==> config.mk <==
export PLATFORM = sky130hd
export DESIGN_NAME = layer_mem_write
export DESIGN_NICKNAME = d
export VERILOG_FILES = /design/src/rtl/cnn_mem_pkg.sv /design/src/rtl/seg_index_counter.sv /design/src/rtl/layer_mem_write.sv
export SDC_FILE = /design/constraint.sdc
export NUM_CORES = 1
export LEC_CHECK = 0
export BUFFER_PORTS_ARGS = -buffer_cell sky130_fd_sc_hd__buf_2
export CAP_MARGIN = 30
export CORE_MARGIN = 2
export CORE_UTILIZATION = 25
export CTS_CLUSTER_DIAMETER = 50
export DETAILED_ROUTE_END_ITERATION = 10
export PLACE_DENSITY = 0.56
export SYNTH_ARGS = -nofsm -noshare
export SYNTH_HDL_FRONTEND = slang
export SYNTH_SLANG_ARGS = --single-unit
==> constraint.sdc <==
create_clock -name clk -period 5.2 [get_ports clk]
set_clock_uncertainty 0.1 [all_clocks]
set_input_delay 0 -clock clk [delete_from_list [all_inputs] [get_ports clk]]
set_output_delay 0 -clock clk [all_outputs]
set_load 0.005 [all_outputs]
==> src/rtl/cnn_mem_pkg.sv <==
// Shared types and constants for CNN layer memory address generation.
package cnn_mem_pkg;

  typedef enum logic [1:0] {
    ST_IDLE = 2'd0,
    ST_RUN  = 2'd1,
    ST_DONE = 2'd2
  } state_e;

  // Feature-map geometry of the first pool and conv layers.
  localparam int POOL1_W     = 12;
  localparam int POOL1_WORDS = POOL1_W * POOL1_W;
  localparam int CONV1_W     = 24;
  localparam int CONV1_WORDS = CONV1_W * CONV1_W;

  function automatic int seg_words(input int total_words, input int num_ports);
    return total_words / num_ports;
  endfunction

endpackage

==> src/rtl/seg_index_counter.sv <==
// Modulo-MAX index counter with clear, enable and a terminal-count flag.
// With WRAP=0 it saturates at MAX-1; with WRAP=1 it rolls over to zero.
module seg_index_counter #(
  parameter int W    = 8,
  parameter int MAX  = 1,
  parameter bit WRAP = 1'b0
) (
  input  logic         clk,
  input  logic         reset,
  input  logic         clear,
  input  logic         en,
  output logic [W-1:0] cnt,
  output logic         tc
);

  logic [W-1:0] cnt_q;
  logic [W-1:0] cnt_d;

  assign tc  = (cnt_q == W'(MAX - 1));
  assign cnt = cnt_q;

  always_comb begin
    cnt_d = cnt_q;
    if (clear) begin
      cnt_d = '0;
    end else if (en) begin
      if (!tc) begin
        cnt_d = cnt_q + W'(1);
      end else if (WRAP) begin
        cnt_d = '0;
      end
    end
  end

  always_ff @(posedge clk) begin
    if (reset) begin
      cnt_q <= '0;
    end else begin
      cnt_q <= cnt_d;
    end
  end

endmodule

==> src/rtl/layer_mem_write.sv <==
// Lockstep write-address generator splitting one output buffer across NUM_PORTS banks.
// Optional row/col image coordinates of port 0 under LAYER_MEM_WRITE_ROWCOL_EN.
module layer_mem_write
  import cnn_mem_pkg::*;
#(
  parameter int ADDR_W      = 8,
  parameter int TOTAL_WORDS = POOL1_WORDS,
  parameter int NUM_PORTS   = 2,
  parameter int IMG_W       = POOL1_W
) (
  input  logic                          clk,
  input  logic                          reset,
  input  logic                          start,
  input  logic                          enable,
  output logic [NUM_PORTS*ADDR_W-1:0]   addr,
  output logic [NUM_PORTS-1:0]          we,
  output logic                          busy,
  output logic                          done,
  output logic [ADDR_W-1:0]             idx
`ifdef LAYER_MEM_WRITE_ROWCOL_EN
  ,
  output logic [ADDR_W-1:0]             row,
  output logic [ADDR_W-1:0]             col
`endif
);

  localparam int SEG = seg_words(TOTAL_WORDS, NUM_PORTS);

  if (TOTAL_WORDS % NUM_PORTS != 0) begin : g_bad_split
    $fatal(1, "layer_mem_write: TOTAL_WORDS not divisible by NUM_PORTS");
  end
  if (TOTAL_WORDS - 1 >= (1 << ADDR_W)) begin : g_bad_width
    $fatal(1, "layer_mem_write: ADDR_W too narrow for TOTAL_WORDS");
  end
  if (IMG_W < 1) begin : g_bad_img
    $fatal(1, "layer_mem_write: IMG_W must be positive");
  end

  state_e            state_q;
  state_e            state_d;
  logic              beat;
  logic              idx_clear;
  logic              idx_tc;
  logic [ADDR_W-1:0] idx_cnt;

  always_ff @(posedge clk) begin
    if (reset) begin
      state_q <= ST_IDLE;
    end else begin
      state_q <= state_d;
    end
  end

  always_comb begin
    state_d = state_q;
    case (state_q)
      ST_IDLE: if (start) state_d = ST_RUN;
      ST_RUN:  if (enable && idx_tc) state_d = ST_DONE;
      ST_DONE: if (start) state_d = ST_RUN;
      default: state_d = ST_IDLE;
    endcase
  end

  always_comb begin
    busy = 1'b0;
    done = 1'b0;
    beat = 1'b0;
    case (state_q)
      ST_RUN: begin
        busy = 1'b1;
        beat = enable;
      end
      ST_DONE: done = 1'b1;
      default: ;
    endcase
  end

  // Restart only outside RUN; a start during RUN is ignored.
  assign idx_clear = start && (state_q != ST_RUN);

  seg_index_counter #(
    .W    (ADDR_W),
    .MAX  (SEG),
    .WRAP (1'b0)
  ) u_idx (
    .clk   (clk),
    .reset (reset),
    .clear (idx_clear),
    .en    (beat),
    .cnt   (idx_cnt),
    .tc    (idx_tc)
  );

  assign idx = idx_cnt;
  assign we  = {NUM_PORTS{beat}};

  // Idle shows the bases (idx=0) and DONE the last words (idx=SEG-1) for free.
  for (genvar gi = 0; gi < NUM_PORTS; gi++) begin : g_port
    assign addr[gi*ADDR_W +: ADDR_W] = ADDR_W'(gi * SEG) + idx_cnt;
  end

`ifdef LAYER_MEM_WRITE_ROWCOL_EN
  if (SEG % IMG_W != 0) begin : g_bad_rows
    $fatal(1, "layer_mem_write: segment is not a whole number of rows");
  end

  logic col_en;
  logic col_tc;
  logic row_tc;

  // The final beat leaves row/col on the last written word.
  assign col_en = beat && !idx_tc;

  seg_index_counter #(
    .W    (ADDR_W),
    .MAX  (IMG_W),
    .WRAP (1'b1)
  ) u_col (
    .clk   (clk),
    .reset (reset),
    .clear (idx_clear),
    .en    (col_en),
    .cnt   (col),
    .tc    (col_tc)
  );

  seg_index_counter #(
    .W    (ADDR_W),
    .MAX  (SEG / IMG_W),
    .WRAP (1'b0)
  ) u_row (
    .clk   (clk),
    .reset (reset),
    .clear (idx_clear),
    .en    (col_en && col_tc),
    .cnt   (row),
    .tc    (row_tc)
  );

  logic unused_row_tc;
  assign unused_row_tc = row_tc;
`endif

endmodule

==> key figures <==
Run status
  • Status: complete, no violations

Worst setup path
  • CP max stage cell: or4b_4
  • Top delay family on crit path: simple AND/OR/NAND/NOR gates
  • Worst Path Buf+Inv: 1
  • Startpoint Class: flip-flop
  • Largest stage delay on the critical path: 570 ps
  • Worst Path Arrival: 2270 ps
  • Reg-to-reg slack, setup: 2980 ps
  • Worst-path maximum fanout: 10
  • Cells along the critical path: or4b_4 > nor3_1 > a21o_1 > a21oi_1 > dlygate4sd3_1
  • Setup CP Type: flip-flop to flip-flop
  • CP Capture Type: flip-flop
  • Crit path required time: ~5300 ps

STA
  • Setup TNS: 0 ps
  • F_max: 451 MHz
  • RSZ-0062 raised after global routing: no
  • Minimum clock period: 2220 ps
  • Final Hold Fails: 0
  • Worst Max-Slew Pin Slew: 314 ps
  • Setup-failing EPs final: 0
  • Tcrit/Tclk final: 0.426
  • Slew HR: 0.789
  • Final-report max-slew violation count: 0

Job
  • Max-cap violations: 0

Synthesis
  • Adder-Cell Fraction of Synth Area: 0.0380
  • Net count after synthesis: 83
  • Avg Synthesized Cell Area: 8.55 um2
  • Synth warnings: 0
  • Ys async rst share: 0
  • Post-synthesis simple-gate area fraction: 0.224
  • Cells after Synth: 77
  • Post-synthesis xor/xnor area fraction: 0.0932
  • Post-synth top cells: 13 x buf_4, 10 x dfxtp_1, 6 x nand2_1, 6 x nor2_1
  • Synth Register Bits: 10
  • Leading area contributor after synthesis: dfxtp_1
  • Area contributors post-synth: dfxtp_1 30%, buf_4 15%, xnor2_1 5.3%, mux2i_1 4.6%, xor2_1 4.0%
  • Main synth FF type: dfxtp_1
  • Mux cell area share after synthesis: 0.0456
  • Number of flops mapped to enable cells by yosys: 0
  • Seq/Total Area, Yosys: 0.304
  • Synth Area in Compound Gates: 0.106
  • Most frequent cell after synthesis: buf_4
  • Post-Syn Area: 658 um2
  • Distinct cells, synth: 23
  • Largest family of logic cells by synthesized area: simple AND/OR/NAND/NOR gates
  • Post-synth top area share: 0.304

Floorplanning
  • Core Box Area: 2480 um2
  • Chip Width: 55.3 um
  • IO Pins: 32
  • Rows: 18
  • Area of the die: 3060 um2
  • Initial Util: 0.266
  • Die H: 55.3 um

GRT
  • Vias in the first global route: 524
  • Global-route wire length before repair: 2.26 mm
  • Initial antenna violation count: 0
  • Grt total ovfl: 0
  • Pin count of the biggest net entering global routing: 11
  • GR Util All Layers: 0.0904

Clock network
  • Clock root cell: clkbuf_4
  • Worst-case clock buffer depth: 2
  • CTS buffer count: 3
  • CTS Hold Bufs: 3
  • Post-CTS setup buffer count: 0
  • CTS resizes: 0
  • Clk Latency, worst-skew pair: ~260 ps
  • CTS tree: yes
  • Clk slew on worst S/H paths: 70 ps
  • Clk sinks: 10
  • H-tree depth: 1

Final layout
  • Layout cell share with drive strength beyond 1: 0.366
  • Fillers: 302
  • Layout area overhead: 22.8%
  • Final Util: 0.326
  • Diodes inserted: 0
  • Final instance area: 808 um2
  • FF+latch area: about 200 um2
  • Area of the multi-input gates: approximately 330 um2
  • Final Net Count: about 110

Route
  • DRC Markers: 0
  • Post-DRT Antenna Nets: 0
  • DR iter-0 viols: 15
  • DR WL/cell: 10.5 um
  • First drt pass iteration count: 3
  • Drt total wl: 1.38 mm
  • Vias: 575
  • Drt via density: 4.39

Power
  • Pleak: between 0.4 and 0.5 nW
  • Maximum vdd ir drop: 0.0991 mV
  • Power density cells: just over 200 nW/um2
  • Total design power: 165 uW

Placed design
  • I/O Buffers: 31
  • DP HPWL: 1.06 mm
  • Gp weighted congestion: approximately 0.74
  • Dpl cell area: 742 um2

Min path
  • Worst Hold Class: primary input to flip-flop
-- power breakdown --
group	switching, mW	leakage [nW]	internal [mW]	total [mW]
registers	0.00116	0.0809	0.0776	0.0787
logic	0.00814	0.327	0.00795	0.0161
clock network	0.0276	0.0210	0.0425	0.0701
total	0.0369	0.429	0.128	0.165
-- cell usage in the layout (no fill, tap or decap) --
cell and n:
buf_2 31, dfxtp_1 10, nand2_1 6, nor2_1 6
nand2b_1 4, inv_1 4, a21oi_1 4, xnor2_1 4
nand3_1 4, xor2_1 3, mux2i_1 3, clkbuf_4 3
dlygate4sd3_1 3, and3_1 2, a21o_1 2, nor3_1 2
ha_1 2, nor2b_1 1, nand3b_1 1, or4b_4 1
o31a_4 1, a22oi_1 1, o311a_1 1, or4_1 1
clkbuf_8 1
-- layout make-up --
cell class,instances,share of cell area
inverter,4,0.0186
tap,30,0.0464
multi-input combinational,49,0.413
clock buffer,4,0.0449
sequential,10,0.248
timing repair buffer,34,0.229
-- sequential cells by signal, summed over array words and instances (netlist names) --
register and flops:
u_idx.cnt 8, state_q 2
-- layer usage --
layer | part of all wire | wire [um] | vias to the layer above | GRT usage
li1 | - | - | 296 | -
met1 | 0.48 | 667 | 258 | 0.117
met2 | 0.45 | 617 | 19 | 0.141
met3 | 0.054 | 74 | 2 | 0.0141
met4 | 0.012 | 17 | 0 | 0.0523
met5 | 0 | 0 | - | 0
-- cells by family (layout without fill, tap and decap cells) --
| logic type | count (synthesis) | count (layout) |
|---|---|---|
| compound gates | 9 | 9 |
| mux | 3 | 3 |
| buf+inv | 18 | 42 |
| fa+ha+maj | 2 | 2 |
| xor+xnor | 7 | 7 |
| simple gates | 28 | 28 |
| flops | 10 | 10 |
-- through the flow --
stage                     hold slack [ps]  setup slack (ps)  instances
after detailed placement              110              3480        124
after CTS                             160              2990        131
after global routing                  213              2890        131
after global placement                106              3520        124
final                                 160              2980        131
after floorplan                     -30.9              3490         77
-- worst paths after layout --
check / from / to / cells after the start
hold / removal: enable / u_idx.cnt[4] / 5
setup / recovery: u_idx.cnt[5] / state_q[0] / 5
setup reg to reg: u_idx.cnt[5] / state_q[0] / 5
hold reg to reg: u_idx.cnt[7] / u_idx.cnt[7] / 2
-- worst reg2reg max path: cells and delay by family, from the launching register on --
family | cells | cell delay, ps
buffers and inverters | 1 | 540
AOI/OAI and AO/OA | 2 | 230
DFF | 1 | 400
and+or+nand+nor | 2 | 840
Power figures use the tool's default switching activity.
